### src/rtl/fifo_wr_arbiter.sv
// Round-robin arbiter sharing one FIFO write port among NUM_REQ valid/ready requesters.
// Latency: one bubble cycle per packet (IDLE arbitration), then one beat per cycle in BURST.
// Backpressure: fifo_full deasserts the granted req_ready and fifo_wr_en; grant and beat count hold.
module fifo_wr_arbiter #(
  parameter int NUM_REQ    = 4,
  parameter int DATA_WIDTH = 32,
  parameter int MAX_BURST  = 16,
  localparam int ID_WIDTH  = $clog2(NUM_REQ)
) (
  input  logic                          clk,
  input  logic                          rst,
  input  logic [NUM_REQ-1:0]            req_valid,
  input  logic [NUM_REQ*DATA_WIDTH-1:0] req_data,
  input  logic [NUM_REQ-1:0]            req_last,
  output logic [NUM_REQ-1:0]            req_ready,
  output logic                          fifo_wr_en,
  output logic [DATA_WIDTH-1:0]         fifo_wr_data,
  output logic [ID_WIDTH-1:0]           fifo_wr_id,
  input  logic                          fifo_full,
  output logic                          busy,
  output logic [ID_WIDTH-1:0]           grant_id
);

  localparam int CNT_W = $clog2(MAX_BURST + 1);

  typedef enum logic {
    ST_IDLE  = 1'b0,
    ST_BURST = 1'b1
  } state_t;

  state_t              state_q, state_d;
  logic [ID_WIDTH-1:0] rr_ptr_q, rr_ptr_d;
  logic [ID_WIDTH-1:0] grant_id_q, grant_id_d;
  logic [CNT_W-1:0]    beat_cnt_q, beat_cnt_d;
  logic                busy_q, busy_d;

  logic                arb_found;
  logic [ID_WIDTH-1:0] arb_idx;
  logic                gnt_valid;
  logic                gnt_last;
  logic [DATA_WIDTH-1:0] gnt_data;
  logic                in_burst;
  logic                burst_end;

  // Index ptr+off modulo NUM_REQ; off is always below NUM_REQ so one subtraction suffices.
  function automatic logic [ID_WIDTH-1:0] wrap_add(input logic [ID_WIDTH-1:0] ptr, input int off);
    int s;
    s = int'(ptr) + off;
    if (s >= NUM_REQ) s = s - NUM_REQ;
    return ID_WIDTH'(s);
  endfunction

  // Round-robin pick: first valid requester scanning upward from rr_ptr.
  always_comb begin
    arb_found = 1'b0;
    arb_idx   = '0;
    for (int i = 0; i < NUM_REQ; i++) begin
      if (!arb_found && req_valid[wrap_add(rr_ptr_q, i)]) begin
        arb_found = 1'b1;
        arb_idx   = wrap_add(rr_ptr_q, i);
      end
    end
  end

  // Select the granted requester's valid/last/data; data follows grant_id even in IDLE.
  always_comb begin
    gnt_valid = 1'b0;
    gnt_last  = 1'b0;
    gnt_data  = '0;
    for (int i = 0; i < NUM_REQ; i++) begin
      if (grant_id_q == ID_WIDTH'(i)) begin
        gnt_valid = req_valid[i];
        gnt_last  = req_last[i];
        gnt_data  = req_data[i*DATA_WIDTH +: DATA_WIDTH];
      end
    end
  end

  // Handshake outputs; nothing transfers while reset is asserted.
  always_comb begin
    in_burst   = (state_q == ST_BURST);
    req_ready  = '0;
    fifo_wr_en = in_burst && gnt_valid && !fifo_full && !rst;
    if (in_burst && !fifo_full && !rst) begin
      req_ready[grant_id_q] = 1'b1;
    end
    burst_end = fifo_wr_en && (gnt_last || (beat_cnt_q == CNT_W'(MAX_BURST - 1)));
  end

  // Next-state logic: arbitrate in IDLE, count beats and close the packet in BURST.
  always_comb begin
    state_d    = state_q;
    rr_ptr_d   = rr_ptr_q;
    grant_id_d = grant_id_q;
    beat_cnt_d = beat_cnt_q;
    busy_d     = busy_q;
    case (state_q)
      ST_IDLE: begin
        if (arb_found) begin
          grant_id_d = arb_idx;
          beat_cnt_d = '0;
          state_d    = ST_BURST;
          busy_d     = 1'b1;
        end
      end
      ST_BURST: begin
        if (burst_end) begin
          rr_ptr_d   = wrap_add(grant_id_q, 1);
          beat_cnt_d = '0;
          state_d    = ST_IDLE;
          busy_d     = 1'b0;
        end else if (fifo_wr_en) begin
          beat_cnt_d = beat_cnt_q + CNT_W'(1);
        end
      end
      default: begin
        state_d = ST_IDLE;
        busy_d  = 1'b0;
      end
    endcase
  end

  // State registers with synchronous reset.
  always_ff @(posedge clk) begin
    if (rst) begin
      state_q    <= ST_IDLE;
      rr_ptr_q   <= '0;
      grant_id_q <= '0;
      beat_cnt_q <= '0;
      busy_q     <= 1'b0;
    end else begin
      state_q    <= state_d;
      rr_ptr_q   <= rr_ptr_d;
      grant_id_q <= grant_id_d;
      beat_cnt_q <= beat_cnt_d;
      busy_q     <= busy_d;
    end
  end

  assign fifo_wr_data = gnt_data;
  assign fifo_wr_id   = grant_id_q;
  assign grant_id     = grant_id_q;
  assign busy         = busy_q;

endmodule

### config.mk
export PLATFORM = sky130hd
export DESIGN_NAME = fifo_wr_arbiter
export DESIGN_NICKNAME = d
export VERILOG_FILES = /design/src/rtl/fifo_wr_arbiter.sv
export SDC_FILE = /design/constraint.sdc
export NUM_CORES = 1
export LEC_CHECK = 0
export ABC_AREA = 1
export CAP_MARGIN = 5
export CORE_MARGIN = 2
export CORE_UTILIZATION = 28
export CTS_CLUSTER_DIAMETER = 200
export DETAILED_ROUTE_END_ITERATION = 10
export PLACE_DENSITY_LB_ADDON = 0.3
export REMOVE_ABC_BUFFERS = 1
export SYNTH_ARGS = -nofsm -noshare
export SYNTH_HDL_FRONTEND = slang
export SYNTH_SLANG_ARGS = --single-unit
### constraint.sdc
create_clock -name clk -period 1.56 [get_ports clk]
set_clock_uncertainty 0.1 [all_clocks]
set_input_delay 0.156 -clock clk [delete_from_list [all_inputs] [get_ports clk]]
set_output_delay 0.156 -clock clk [all_outputs]
set_load 0.03 [all_outputs]
# Yosys cells after proc, flatten, opt, wreduce, memory -nomap -nowiden
# Cells that the tools add are included.
# totals
reg_bits	11
in_bits	139
out_inout_bits	42
elab_cells	101
# op_classes
n_addsub	10
n_lt_le_gt_ge	11
eq_ne	7
muxes	46
n_bitwise	1
reduce_logical	21
# op_table
op	n
2-to-1 mux 32 bit	4
2-to-1 mux 1 bit	21
2-to-1 mux 2 bit	9
< comparator 2 x 3 -> 1 bit (second input constant)	5
2-to-1 mux 5 bit	3
greater-or-equal comparator 3 bit (second input constant)	4
logical AND 1 bit	10
case mux 5 bit (2 select lines)	1
subtractor 2 x 1 -> 2 bit (second input constant)	5
binary-select mux 1 bit (select 2 bit)	4
AND reduction 2 bit	4
adder 2 x 1 -> 3 bit (second input constant)	2
adder 2 x 2 -> 3 bit (second input constant)	2
adder 5 x 1 -> 5 bit (second input constant)	1
equality test 5 x 4 -> 1 bit (second input constant)	1
logical NOT 1 bit	5
equality test 2 bit (second input constant)	2
2-to-1 mux 4 bit	1
case mux 1 bit (2 select lines)	2
greater-or-equal comparator 2 x 3 -> 1 bit (second input constant)	1
!= test 3 x 2 -> 1 bit (second input constant)	1
demux 1 bit (select 2 bit)	1
equality test 2 x 1 -> 1 bit (second input constant)	1
greater-or-equal comparator 2 x 1 -> 1 bit (second input constant)	1
5 further kinds	5

# Depth between registers and ports, before layout
# Gate-level depths: netlist of run 1.
# depth
ltp_word	16
ltp_mapped	13
depth_no_buf	13

# Worst setup path after synthesis of run 1
# Ideal clock, no wire load.
# synth_path
kind	register -> output
startpoint	register grant_id_q[0] (netlist: fifo_wr_id[0])
endpoint	output port fifo_wr_data[10]
arrival_ps	2273
required_ps	1304
path_slack_ps	-969
path_stages_with_launch	8
path_cell_list	dfxtp_1 > inv_1 > ha_1 > buf_2 > inv_2 > clkbuf_1 > nor2_1 > o31ai_1
# synth_via
elab_chain_cells	5
# synth_lines
element	line_no	text
start: declaration	33	logic [ID_WIDTH-1:0] grant_id_q, grant_id_d;
start signal: assignment	134	grant_id_q <= grant_id_d;
logical NOT 2 bit	71	if (grant_id_q == ID_WIDTH'(i)) begin
2-to-1 mux 32 bit (3 in a row)	71	
2-to-1 mux 32 bit (*)	71	
end: declaration	17	output logic [DATA_WIDTH-1:0] fifo_wr_data,
# Mark *: on every way between the ends. The rest lies on a longest branch, timed or not.

# Worst setup path in the final report of run 1
# layout_path
startpoint	register grant_id_q[0] (netlist: fifo_wr_id[0])
endpoint	output port fifo_wr_data[3]
# Same word-level chain as after synthesis.

==> results of run 1 <==
==> routing by layer <==
layer,share of wire,vias to the layer above,track usage
met5,0,-,0
met4,0.051,0,0.117
met1,0.34,1630,0.304
met3,0.072,51,0.0414
li1,-,1598,-
met2,0.54,162,0.529
==> repair_timing <==
item | CTS | global route
resized for setup | 94 | 57
endpoints found under the setup margin | 52 | 48
pin swaps | 16 | 24
cloned | 3 | 1
setup buffers | 6 | 8
==> worst min-delay path, delay by kind of cell, from the launching register on <==
family,cells,cell delay [ns]
and+or+nand+nor,1,0.10
AOI/OAI and AO/OA,1,0.05
DFF,1,0.34
==> kinds of logic (layout without fill, tap and decap cells) <==
kind of cell               Yosys count  count (layout)  share of synthesized area
and+or+nand+nor                    179             180                      0.407
AOI/OAI and AO/OA                   80              80                      0.325
buffers and inverters               48             273                      0.106
DFF                                 11              11                      0.117
adders and majority gates            6               6                     0.0399
xor gates and xnor gates             1               1                    0.00466
==> registers in the layout (all words and copies together) (netlist names) <==
signal	flops
busy	1
fifo_wr_id	2
rr_ptr_q	2
in_burst	1
beat_cnt_q	5
==> cell type report <==
class,instances,area [um2]
flip-flops and latches,11,230
multi-input cells,267,1950
clock buffers,4,45.0
well taps,77,96.3
inverters,23,101
repair buffers,246,2470
fillers,420,1530
==> layout by cell type, fill, tap and decap left out, drive strengths merged, types with 6 or more instances in the layout <==
cell type and n:
nand2 99, clkdlybuf4s50 137, buf 102, dfxtp 11
inv 23, a221oi 32, ha 6, o31ai 32
nand3 16, o21ai 6, a21oi 10, nor2 61
==> report_power, final <==
part	leakage, uW	internal (uW)	switching [uW]
Combinational	0.00198	1430	1520
Clock	0.0000228	180	119
Sequential	0.0000931	310	23.3
==> worst min path at each step <==
stage                     start            end  cells after the start
after detailed placement   busy           busy                      2
final                      busy           busy                      2
after floorplan             rst  beat_cnt_q[3]                      1
after global routing       busy           busy                      2
after global placement     busy           busy                      2
after CTS                  busy           busy                      2
==> through the flow <==
stage / std cells / util / hold WS, ns / setup TNS, ns / power (uW)
after detailed placement: 607 / 0.625 / 0.413 / -12.47 / 2620
after floorplan: 300 / - / 0.128 / -79.16 / 1500
after global routing: 628 / 0.762 / 0.476 / -23.26 / 3750
after CTS: 619 / 0.718 / 0.438 / -17.60 / 3370
after global placement: 607 / 0.625 / 0.405 / -10.17 / 2590
final: 628 / 0.762 / 0.432 / -20.34 / 3580
==> results.toml, run 1 <==
[sta]
max_freq_ghz = 0.449
fin_crit_ns = 2.23
finalCritPeriodShare = 1.43
timing.final.ws_setup_ns = -0.669
hold_violations = 0
tightest_slew_ns = 0.393
drv_slew = 0
grt_setup_unrepaired = "true"
slew_headroom = 0.738
setup_violations = 45

[grt]
grt_max_degree = 22
grt_pass1_vias = 3254
grtUsageTotal = 0.279
grt_pass1_wl_um = 16500
antenna_found_initial = 0
global_route.overflow_total = 0

[synthesis]
async_reset_ff_frac = 0
syn_area_mm2 = 0.00188
synth_area_leader_cell = "nand2_1"
synth-edff-count = 0
synth_top_cell_area_share = 0.178
yosysMostFrequentCell = "nand2_1"
yosys-top-cells-count = "nand2_1 (89), nor2_1 (58), a221oi_1 (32), o31ai_1 (32)"
yosysWarnings = 0
synth_flop_cell = "dfxtp_1"
synth_area_leaders = "nand2_1 (18%), a221oi_1 (15%), o31ai_1 (13%)"
avgSynthCellArea_um2 = 5.79
syn_inst = 325
ys_types = 27
synth_seq_cells = 11
yosysSeqAreaShare = 0.117

[setup_path]
required_ns = 1.30
cp_num_buf_inv = 5
arrival_ns = 1.97
cp-end-kind = "output pin"
crit_top_cell = "buf_6"
worst_setup_path_start_kind = "flip-flop"
r2r_cells = 12
crit_type = "flip-flop to output pin"
cp_slowest_cell = "dfxtp_2"
max_stage_delay_ns = 0.34
rrSetupSlack_ns = -0.42
startpoint = "fifo_wr_id[0]"
setup.worst_path.end = "fifo_wr_data[3]"
r2r_end = "rr_ptr_q[0]"
r2r-start = "fifo_wr_id[0]"
crit_chain = "buf_6 > ha_4 > nor2_4 > buf_6 > buf_12 > buf_6 > a221oi_2 > o31ai_2 > buf_4"
critPathMaxFanout = 8
cp.depth = 9
cp_top_family = "buffers and inverters"

[worst_hold_path]
hold_class = "flip-flop to flip-flop"

[drt]
drt-initial-drc-count = 130
drt.antenna.violating_nets = 0
drc = 0
drt_wl_total_um = 11600
wire_per_inst_um = 18.5
dr.pass1.iters = 4
via_count = 3441
vias_per_cell = 5.48

[floorplanning]
fp-row-count = 29
start_util = 0.293
die_y_um = 86.0
fp.dieW_um = 86.0
coreArea_mm2 = 0.00642
ios = 181
fp.dieArea_mm2 = 0.00739

[clock_tree]
cts_tree = "yes"
clockBufferDepth = 2
ctsHoldBuffers = 0
cts_buffers = 3
clk-insertion-delay-late_ns = 0.24
cts_root_buf = "clkbuf_8"
htreeDepth = 1
clkTransAtPathRegs_ns = 0.06
clock_sink_count = 11

[status]
status = "finished, violations left"
violations = "negative setup slack"

[placed_design]
place.detailed.hpwl_um = 7720
place_area_mm2 = 0.00401
place_ws_ns = -0.377
portBuffers = 180
gp_congestion = 0.915

[power]
peakVddDrop_v = 0.000546
power-per-cell-area_mw_per_mm2 = 731
p_leak_uw = 0.00209

[final_layout]
drive_above_1_share = 0.383
final_nets = 697
area_delta_synth_final_pct = 160
final_area_mm2 = 0.00489
diodes = 0

[job]
cap_violations = 0
Note: power is estimated with default switching activity, not from simulation.
==> run 2: changes to the inputs <==
- CELL_PAD_IN_SITES_DETAIL_PLACEMENT: not set -> 1
- CELL_PAD_IN_SITES_GLOBAL_PLACEMENT: not set -> 1
- CORE_UTILIZATION: 28 -> 16
==> run 2 against run 1 <==
Net effect:
- the run still ends with negative setup slack left
- total power rose by 23%
- via count rose by 2.4%
- non-clock buffer count up 19
==> results.toml, run 2 (synthesis results as in run 1) <==
[status]
status = "finished, violations left"
violations = "negative setup slack"

[sta]
slew_headroom = 0.739
finalCritPeriodShare = 1.45
hold_violations = 0
holdWs_ns = 0.452
timing.final.ws_setup_ns = -0.705
max_freq_ghz = 0.441
drv_slew = 0
tightest_slew_ns = 0.389
setup_violations = 47
grt_setup_unrepaired = "true"
fin_crit_ns = 2.27

[final_layout]
final_area_mm2 = 0.00586
register_area_um2 = 234
utilization = 0.511
largest_register_ffs = 5
multi_input_area_mm2 = 0.00252
final_cell_mix = "clkdlybuf4s50_1 (136), buf_4 (69), nand2_1 (61), nor2_1 (47), buf_6 (34)"
drive_above_1_share = 0.489
area_delta_synth_final_pct = 211
top_register = "beat_cnt_q"
mostFrequentLayoutCell = "clkdlybuf4s50_1"
fill_cells = 1280
final_nets = 717

[clock_tree]
cts_buffers = 3
cts_tree = "yes"
clockBufferDepth = 2
clock_sink_count = 11
clk-insertion-delay-late_ns = 0.24
cts_root_buf = "clkbuf_16"
htreeDepth = 1
clkTransAtPathRegs_ns = 0.04

[drt]
drc = 0
dr.pass1.iters = 4
drt-initial-drc-count = 124
vias_per_cell = 4.91
wire_per_inst_um = 22.1
via_count = 3522
drt_wl_total_um = 15800
drt.antenna.violating_nets = 0

[worst_hold_path]
hold_depth = 2
holdPathEnd = "busy"
hold_class = "flip-flop to flip-flop"
min_from = "busy"

[setup_path]
r2r_end = "beat_cnt_q[4]"
worst_setup_path_start_kind = "flip-flop"
cp-end-kind = "output pin"
r2r_cells = 13
startpoint = "fifo_wr_id[0]"
crit_type = "flip-flop to output pin"
rrSetupSlack_ns = -0.40
critPathMaxFanout = 6
r2r-start = "fifo_wr_id[0]"
arrival_ns = 2.01
required_ns = 1.30

[grt]
met3_usage = 0.0518
grt_pass1_vias = 3708
grt_max_degree = 16
global_route.overflow_total = 0
grtUsageTotal = 0.214
grt_pass1_wl_um = 21300
grtUsageMet2 = 0.415
use_met1 = 0.221
top_usage_layer = "met2"
antenna_found_initial = 3

[power]
peakVddDrop_v = 0.000561
power-per-cell-area_mw_per_mm2 = 754
p_leak_uw = 0.00239

[placed_design]
place_ws_ns = -0.410
place_area_mm2 = 0.00420
place.detailed.hpwl_um = 9810
portBuffers = 180
gp_congestion = 0.883

[floorplanning]
coreArea_mm2 = 0.0115
ios = 181
fp.dieW_um = 112
start_util = 0.164
fp.dieArea_mm2 = 0.0126
fp-row-count = 39
die_y_um = 112

[job]
cap_violations = 0
-- run 2: changes by cell type in the layout (fill, tap and decap cells not counted), sizes merged --
cell,change
dlygate4sd2,+2
dlymetal6s2s,-1
inv,+1
diode,+3
buf,+20
bufbuf,-1
clkdlybuf4s50,-1
-- run 2: per-stage QoR --
stage | std cells | power [uW] | setup TNS (ns)
2_1_floorplan | 300 | 1500 | -79.16
5_1_grt | 717 | 4600 | -23.01
3_5_place_dp | 682 | 2780 | -15.42
4_1_cts | 708 | 3960 | -19.38
6_report | 717 | 4410 | -20.37
3_3_place_gp | 682 | 2750 | -11.44
-- run 2: critical path: stages, from the launching register on --
cell and delay [ns]:
dfxtp_4 0.36, inv_4 0.08, ha_4 0.15, inv_4 0.04
nor2_4 0.09, buf_12 0.14, buf_4 0.20, a221oi_4 0.08
o31ai_1 0.39, buf_4 0.25
-- run 2: cell type report --
| type | instances | share of cell area |
|---|---|---|
| antenna | 3 | 0.00128 |
| clock buffer | 4 | 0.0135 |
| inverter | 23 | 0.0194 |
| multi-input combinational | 267 | 0.431 |
| sequential | 11 | 0.0400 |
| tap | 143 | 0.0306 |
| timing repair buffer | 265 | 0.463 |
| timing repair inverter | 1 | 0.00107 |
-- run 2: worst max-delay path by stage --
stage / endpoint / slack, ns / cells past startpoint
final: fifo_wr_data[19] / -0.71 / 9
after global routing: fifo_wr_data[19] / -0.76 / 9
after CTS: fifo_wr_data[22] / -0.54 / 10
after detailed placement: fifo_wr_data[18] / -0.41 / 9
after global placement: fifo_wr_data[21] / -0.34 / 7
after floorplan: fifo_wr_data[0] / -1.85 / 5
-- run 2: timing repair --
item                       CTS  global route
pin swaps                   37            45
setup endpoints to repair   52            48
setup buffers               18             8
gates cloned                 5             1
hold buffers                 0             0
resized for setup          155           116
-- run 2: power by group --
| group | switching (uW) | internal (uW) |
|---|---|---|
| Clock | 135 | 344 |
| Combinational | 1840 | 1750 |
| Sequential | 27.8 | 312 |
-- run 2: metal layers --
layer  vias to the layer above  part of all wire
met2                       143              0.56
met5                         -                 0
met4                         0             0.040
met3                        35             0.069
li1                       1642                 -
met1                      1702              0.33
==> run 3: changes to the inputs <==
- CELL_PAD_IN_SITES_DETAIL_PLACEMENT: 1 -> 0
- CELL_PAD_IN_SITES_GLOBAL_PLACEMENT: 1 -> 2
- CORE_ASPECT_RATIO: not set -> 2
- CORE_UTILIZATION: 16 -> 12
==> run 3 against run 2 <==
Net effect:
- the run still ends with negative setup slack left
- maximum frequency up 9.5%
- cell area down 3.9%
- global-route usage down 6.5 points
- first-iteration DRC count down 19%
- clock power up 4.8%
- total power down 7.0%
==> results.toml, run 3 (synthesis results as in run 1) <==
[final_layout]
largest_register_ffs = 5
drive_above_1_share = 0.448
mostFrequentLayoutCell = "clkdlybuf4s50_1"
diodes = 0
area_delta_synth_final_pct = 199
final_nets = 726
final_cell_mix = "clkdlybuf4s50_1 (136), buf_4 (84), nand2_1 (64), nor2_1 (46), buf_6 (29)"
top_register = "beat_cnt_q"

[sta]
slew_headroom = 0.784
grt_setup_unrepaired = "true"
fin_crit_ns = 2.07
tightest_slew_ns = 0.324
drv_slew = 0
timing.final.ws_setup_ns = -0.510
setup_violations = 45
hold_violations = 0
max_freq_ghz = 0.483
finalCritPeriodShare = 1.33
tns_ns = -18.58

[clock_tree]
ctsHoldBuffers = 0
clk-insertion-delay-late_ns = 0.25
htreeDepth = 1
cts_buffers = 3
clockBufferDepth = 2
clkTransAtPathRegs_ns = 0.05
clock_sink_count = 11
cts_root_buf = "clkbuf_16"
cts_tree = "yes"

[drt]
drc = 0
dr.pass1.iters = 4
via_count = 3412
drt_wl_total_um = 14000
drt.antenna.violating_nets = 0
vias_per_cell = 4.39
wire_per_inst_um = 18.0
drt-initial-drc-count = 100

[floorplanning]
fp-row-count = 64
ios = 181
fp.dieW_um = 92.5
fp.dieArea_mm2 = 0.0167
start_util = 0.123
coreArea_mm2 = 0.0153
die_y_um = 181

[job]
cap_violations = 0

[setup_path]
r2r-start = "fifo_wr_id[0]"
critPathMaxFanout = 16
cp-end-kind = "output pin"
required_ns = 1.30
setup.worst_path.end = "fifo_wr_data[10]"
rrSetupSlack_ns = -0.45
crit_type = "flip-flop to output pin"
startpoint = "fifo_wr_id[0]"
r2r_end = "beat_cnt_q[1]"
r2r_cells = 16
worst_setup_path_start_kind = "flip-flop"
arrival_ns = 1.81

[power]
power-per-cell-area_mw_per_mm2 = 730
p_total_uw = 4110
peakVddDrop_v = 0.000682
p_leak_uw = 0.00233

[placed_design]
gp_congestion = 0.822
portBuffers = 180
place_ws_ns = -0.485
place.detailed.hpwl_um = 9730

[grt]
global_route.overflow_total = 0
grtUsageTotal = 0.149
antenna_found_initial = 0
grt_pass1_wl_um = 19200
grt_max_degree = 25
grt_pass1_vias = 3406

[worst_hold_path]
hold_class = "flip-flop to flip-flop"

[status]
violations = "negative setup slack"
status = "finished, violations left"
-- run 3: cell count changes in the layout (fill, tap and decap cells not counted), moves of 4 or more --
cell	before	now
a221oi_1	2	14
buf_4	69	84
o31ai_1	6	15
buf_6	34	29
clkbuf_16	3	7
o31ai_4	16	8
a221oi_4	18	7
-- run 3: routing by layer --
| layer | vias up | track usage | wire length, um |
|---|---|---|---|
| met5 | - | 0 | 0 |
| met4 | 0 | 0.0549 | 370 |
| met3 | 24 | 0.0234 | 859 |
| met2 | 141 | 0.309 | 8310 |
| met1 | 1598 | 0.139 | 4500 |
| li1 | 1649 | - | - |
-- run 3: through the flow --
stage                     instance area, um2  utilization  hold WS [ns]  cells
after floorplan                         1770            -         0.128    300
after global placement                  4200        0.275         0.402    733
after detailed placement                4200        0.275         0.424    733
after CTS                               4790        0.313         0.416    756
after global routing                    5630        0.368         0.466    778
final                                   5630        0.368         0.439    778
-- run 3: what timing repair did --
action | CTS | global route
cloned | 4 | 5
endpoints found under the setup margin | 52 | 48
gates resized for setup | 76 | 132
pin swaps | 22 | 37
buffers inserted | 16 | 22
-- run 3: critical path, stage by stage (launching register included) --
cell and delay, ns:
dfxtp_4 0.36, inv_4 0.07, ha_4 0.15, inv_4 0.04
nor2_4 0.17, buf_12 0.19, buf_4 0.13, a221oi_2 0.05
o31ai_1 0.20, buf_4 0.20
-- run 3: worst min-delay path by stage --
stage | from | to | slack [ns] | cells after the start
after floorplan | rst | beat_cnt_q[3] | 0.13 | 1
after global placement | busy | busy | 0.40 | 2
after detailed placement | busy | busy | 0.42 | 2
after CTS | rr_ptr_q[1] | rr_ptr_q[1] | 0.42 | 2
after global routing | rr_ptr_q[1] | rr_ptr_q[1] | 0.47 | 2
final | busy | busy | 0.44 | 2
-- run 3: final cells by class --
cell class	count	area, um2
repair buffers	275	2780
clock buffers	4	78.8
multi-input cells	267	2180
fillers	1622	9670
inverters	23	116
well taps	198	248
flip-flops and latches	11	230
-- run 3: power breakdown --
part	internal, uW	total, uW	switching (uW)
registers	311	334	23.2
clock network	346	502	156
logic	1600	3270	1670
==> variant 1 (flow settings as in run 2) <==
Set the parameter `NUM_REQ` to 2 (it was 4).
--- a/src/rtl/fifo_wr_arbiter.sv
+++ b/src/rtl/fifo_wr_arbiter.sv
@@ -2,7 +2,7 @@
 // Latency: one bubble cycle per packet (IDLE arbitration), then one beat per cycle in BURST.
 // Backpressure: fifo_full deasserts the granted req_ready and fifo_wr_en; grant and beat count hold.
 module fifo_wr_arbiter #(
-  parameter int NUM_REQ    = 4,
+  parameter int NUM_REQ    = 2,
   parameter int DATA_WIDTH = 32,
   parameter int MAX_BURST  = 16,
   localparam int ID_WIDTH  = $clog2(NUM_REQ)
Interface: changed (6 resized); port bits go from 181 to 109. No check against the original RTL was run, so the function may have changed too.
==> variant 1 against run 2 <==
Synthesized cell count is 46% lower; worst setup slack better by 0.78 ns; sequential power shrank 26%; area after synthesis decreased by 51%; final area decreased by 63%; wire length down 71%; global-route usage down 7.4 points; via count fell by 58%; sequential cell count down 2; total power decreased by 72%; largest cell class unchanged; largest power group unchanged.
==> variant 1: results (changes against run 2) <==
WORST SETUP PATH
-----------------------------------------------------------------------------------------------------------------
Endpoint arrival time on the critical path                                                                1.23 ns   was 2.01 ns
Crit path max-delay cell type                                                                        sky130_fd_sc_hd__clkdlybuf4s50_1   was sky130_fd_sc_hd__o31ai_1
Delay of the slowest cell on the worst path                                                               0.67 ns   was 0.39 ns
Peak fanout along the critical path                                                                             2   was 6

ROUTE
-----------------------------------------------------------------------------------------------------------------
Routed length per instance                                                                                12.8 um   was 22.1 um
Final Routed Wirelength                                                                                   4660 um   was 15800 um
Met2 routed wirelength                                                                                    2250 um   was 8810 um

SYNTH
-----------------------------------------------------------------------------------------------------------------
Average instance area after synthesis                                                                  5.25 sq um   was 5.79 sq um
Arithmetic-cell share of the synthesized area counting full adders, half adders and majority gates          2.69%   was 3.99%
Top cells by area in the synthesized netlist                                                         sky130_fd_sc_hd__nand2_1 45%, sky130_fd_sc_hd__dfxtp_1 19%, sky130_fd_sc_hd__inv_1 5.2%   was sky130_fd_sc_hd__nand2_1 18%, sky130_fd_sc_hd__a221oi_1 15%, sky130_fd_sc_hd__o31ai_1 13%
Area fraction in compound gates after synthesis                                                             6.86%   was 32.5%
Number of distinct library cell variants in the gate-level netlist after synthesis                             18   was 27

STATUS
-----------------------------------------------------------------------------------------------------------------
Run status                                                                                           finished, final reports clean   was finished, violations left

GRT
-----------------------------------------------------------------------------------------------------------------
Number of global-route vias before repair                                                                    1450   was 3708
GR Util met3                                                                                                3.03%   was 5.18%
Initial antenna violation count                                                                                 0   was 3
Wire length of the first global-routing pass                                                              7160 um   was 21300 um
All-layer global routing usage                                                                              14.0%   was 21.4%

FINAL LAYOUT
-----------------------------------------------------------------------------------------------------------------
Layout cell share with drive strength beyond 1                                                              25.3%   was 48.9%
Fraction of standard cell area that is sequential                                                           8.49%   was 4.00%
Number of combinational gates with multiple inputs                                                            146   was 267
Util after Layout                                                                                           39.4%   was 51.1%
Layout non-clock buf frac                                                                                   51.3%   was 46.3%
Fillers                                                                                                       731   was 1280
Number of nets in the final layout                                                                            366   was 717

PLACEMENT
-----------------------------------------------------------------------------------------------------------------
Detailed Place HPWL                                                                                       3890 um   was 9810 um
# port buffers                                                                                                108   was 180
Area post-placement                                                                                    2080 sq um   was 4200 sq um
Number of instances in the placed design                                                                      357   was 682
Post-placement setup slack                                                                             -0.0208 ns   was -0.410 ns

POWER AND IR DROP
-----------------------------------------------------------------------------------------------------------------
Fraction of power consumed by the clock network                                                             22.2%   was 10.9%
Worst-case vdd ir drop                                                                                 0.000378 V   was 0.000561 V
Switching share of total power                                                                              37.4%   was 45.5%
Static power due to leakage                                                                               1.07 nW   was 2.39 nW
Fraction of power consumed by sequential logic                                                              20.5%   was 7.7%

CLOCK TREE
-----------------------------------------------------------------------------------------------------------------
Num Clock Sinks                                                                                                 9   was 11

## variant 1: cell types whose count changed after synthesis, sizes merged, moves of 9 or more
cell    before  now
nor2        61   10
a221oi      32    0
o31ai       32    0
nand2       98  117
clkbuf      16    6
inv         23   14
nand3       16    7
## variant 1: through the flow
step	TNS [ns]	hold WS [ns]
after floorplan	-25.17	0.125
after CTS	0	0.388
after global routing	0	0.412
after detailed placement	-0.0672	0.381
final	0	0.377
after global placement	0	0.371
## variant 1: worst paths after layout
check                 from  slack, ns  depth (start not counted)       endpoint
max                   busy       0.07                          1           busy
min               rr_ptr_q       0.38                          2       rr_ptr_q
max reg2reg  beat_cnt_q[1]       0.11                          9  beat_cnt_q[0]
min reg2reg       rr_ptr_q       0.38                          2       rr_ptr_q
## variant 1: repair_timing
item | in CTS | in global routing
endpoints found under the setup margin | 29 | 24
cloned | 0 | 0
gates resized for setup | 1 | 18
pin swaps | 0 | 4
buffers inserted | 0 | 3
==> variant 2 (flow settings as in run 2) <==
Without the edit above. Compare `beat_cnt_q` against `CNT_W'(MAX_BURST - 1)` with >= in place of ==.
--- a/src/rtl/fifo_wr_arbiter.sv
+++ b/src/rtl/fifo_wr_arbiter.sv
@@ -84,7 +84,7 @@
     if (in_burst && !fifo_full && !rst) begin
       req_ready[grant_id_q] = 1'b1;
     end
-    burst_end = fifo_wr_en && (gnt_last || (beat_cnt_q == CNT_W'(MAX_BURST - 1)));
+    burst_end = fifo_wr_en && (gnt_last || (beat_cnt_q >= CNT_W'(MAX_BURST - 1)));
   end
 
   // Next-state logic: arbitrate in IDLE, count beats and close the packet in BURST.
Behaviour: same outputs for any inputs over 10 cycles, from zero or initial values and one cycle with rst high; that may be too few to reach the edited logic, so the function may still have changed.
==> variant 2 against run 2 <==
The run still ends with negative setup slack left; area after synthesis grew 0.80%; wire length shrank 16%; final cell count down 1.8%; total power decreased by 5.9%; worst setup slack better by 0.19 ns; final area shrank 9.1%; sequential cell count unchanged; non-clock buffer count fell by 9; critical path type unchanged; highest routed layer unchanged.
==> variant 2: results (changes against run 2) <==
ROUTE
------------------------------------------------------------------
Final Routed Wirelength                                   13400 um   was 15800 um
Starting DRC count in detailed routing                         141   was 124
Routed length per instance                                 19.0 um   was 22.1 um
Via/cell ratio                                                4.80   was 4.91

TIMING
------------------------------------------------------------------
Final setup fails                                               47   unchanged
Aggregate negative setup slack                           -18.06 ns   was -20.37 ns
Slew @ Worst Pin                                          0.516 ns   was 0.389 ns
Final WS setup                                           -0.513 ns   was -0.705 ns

WORST SETUP PATH
------------------------------------------------------------------
Type of the worst setup path                          flip-flop to output pin   unchanged
Delay of the slowest cell on the worst path                0.36 ns   was 0.39 ns
Worst setup endpoint                                  fifo_wr_data[7]   was fifo_wr_data[19]
Peak fanout along the critical path                              5   was 6
Cell depth of the worst flop-to-flop path                       11   was 13
Endpoint arrival time on the critical path                 1.82 ns   was 2.01 ns
Crit path max-delay cell type                         sky130_fd_sc_hd__dfxtp_4   was sky130_fd_sc_hd__o31ai_1

STATUS
------------------------------------------------------------------
Violated checks                                       negative setup slack   unchanged
Run status                                            finished, violations left   unchanged

PLACEMENT
------------------------------------------------------------------
Post-placement setup slack                               -0.400 ns   was -0.410 ns
Detailed Place HPWL                                        9400 um   was 9810 um
Final GP Congestion                                          0.829   was 0.883
# port buffers                                                 180   unchanged

GRT
------------------------------------------------------------------
Initial antenna violation count                                  0   was 3
Largest net degree at the start of global routing               26   was 16
GR Util met3                                                 2.20%   was 5.18%
Number of global-route vias before repair                     3565   was 3708
Met1 track utilization from global routing                   21.4%   was 22.1%
Wire length of the first global-routing pass              19000 um   was 21300 um
All-layer global routing usage                               18.5%   was 21.4%
Met2 capacity usage during global routing                    36.0%   was 41.5%

FINAL LAYOUT
------------------------------------------------------------------
Layout cell share with drive strength beyond 1               44.4%   was 48.9%
Number of nets in the final layout                             707   was 717
Antenna cells                                                    0   was 3

POWER AND IR DROP
------------------------------------------------------------------
Static power due to leakage                                2.19 nW   was 2.39 nW
Worst-case vdd ir drop                                  0.000436 V   was 0.000561 V

SYNTH
------------------------------------------------------------------
Top cells by area in the synthesized netlist          sky130_fd_sc_hd__nand2_1 17%, sky130_fd_sc_hd__a221oi_1 15%, sky130_fd_sc_hd__o31ai_1 13%   was sky130_fd_sc_hd__nand2_1 18%, sky130_fd_sc_hd__a221oi_1 15%, sky130_fd_sc_hd__o31ai_1 13%
Share of the yosys chip area belonging to registers          11.6%   was 11.7%
Most numerous cell types in the synthesized netlist   88 x sky130_fd_sc_hd__nand2_1, 52 x sky130_fd_sc_hd__nor2_1, 32 x sky130_fd_sc_hd__a221oi_1, 32 x sky130_fd_sc_hd__o31ai_1, 19 x sky130_fd_sc_hd__inv_1   was 89 x sky130_fd_sc_hd__nand2_1, 58 x sky130_fd_sc_hd__nor2_1, 32 x sky130_fd_sc_hd__a221oi_1, 32 x sky130_fd_sc_hd__o31ai_1

## variant 2: cell type report
type                       count  area (sq um)
tap                          143           179
inverter                      24           123
clock buffer                   3          75.1
clock inverter                 1          5.00
timing repair buffer         256          2570
sequential                    11           231
multi-input combinational    266          2130
fill                        1339          6150
## variant 2: worst min path at each step
stage               startpoint             to  slack, ns  depth (start not counted)
finish                    busy           busy       0.36                          2
global route              busy           busy       0.41                          2
CTS                       busy           busy       0.36                          2
detailed placement        busy           busy       0.35                          2
global placement          busy           busy       0.34                          2
floorplan                  rst  beat_cnt_q[1]       0.33                          3
## variant 2: timing repair
item / 4_1_cts / 5_1_grt
endpoints found under the hold margin: 0 / 0
gates cloned: 3 / 2
buffers inserted: 18 / 13
gates resized for setup: 87 / 120
setup endpoints to repair: 48 / 48
pin swaps: 22 / 47
## variant 2: metrics by stage
stage | instance area, sq um | total power, mW
2_1_floorplan | 1780 | 1.56
3_3_place_gp | 4070 | 2.74
3_5_place_dp | 4070 | 2.78
4_1_cts | 4670 | 3.67
5_1_grt | 5320 | 4.38
6_report | 5320 | 4.16
## variant 2: metal layers
layer  share of wire, %  vias up
met5                  0        -
met4                2.5        0
met3                4.4       21
met2                 54      123
met1                 39     1615
li1                   -     1617
## variant 2: where the power goes
part	switching, mW	total [mW]	leakage, nW	internal (mW)
clock	0.150	0.491	0.0409	0.341
sequential	0.0252	0.336	0.0929	0.311
combinational	1.72	3.33	2.06	1.61
total	1.89	4.16	2.19	2.26
## variant 2: worst max-delay path: cells and delay by family (launching register included)
family                     cells  cell delay (ns)
AOI/OAI and AO/OA              2             0.31
and+or+nand+nor                1             0.14
DFF                            1             0.36
buffers and inverters          5             0.62
adders and majority gates      1             0.14
## variant 2: cell families after synthesis
family | synth area share (%)
AND/OR/NAND/NOR | 38.9
buffers and inverters | 10.8
flip-flops | 11.6
AO/OA/AOI/OAI | 34.7
adder cells (fa/ha/maj) | 3.96
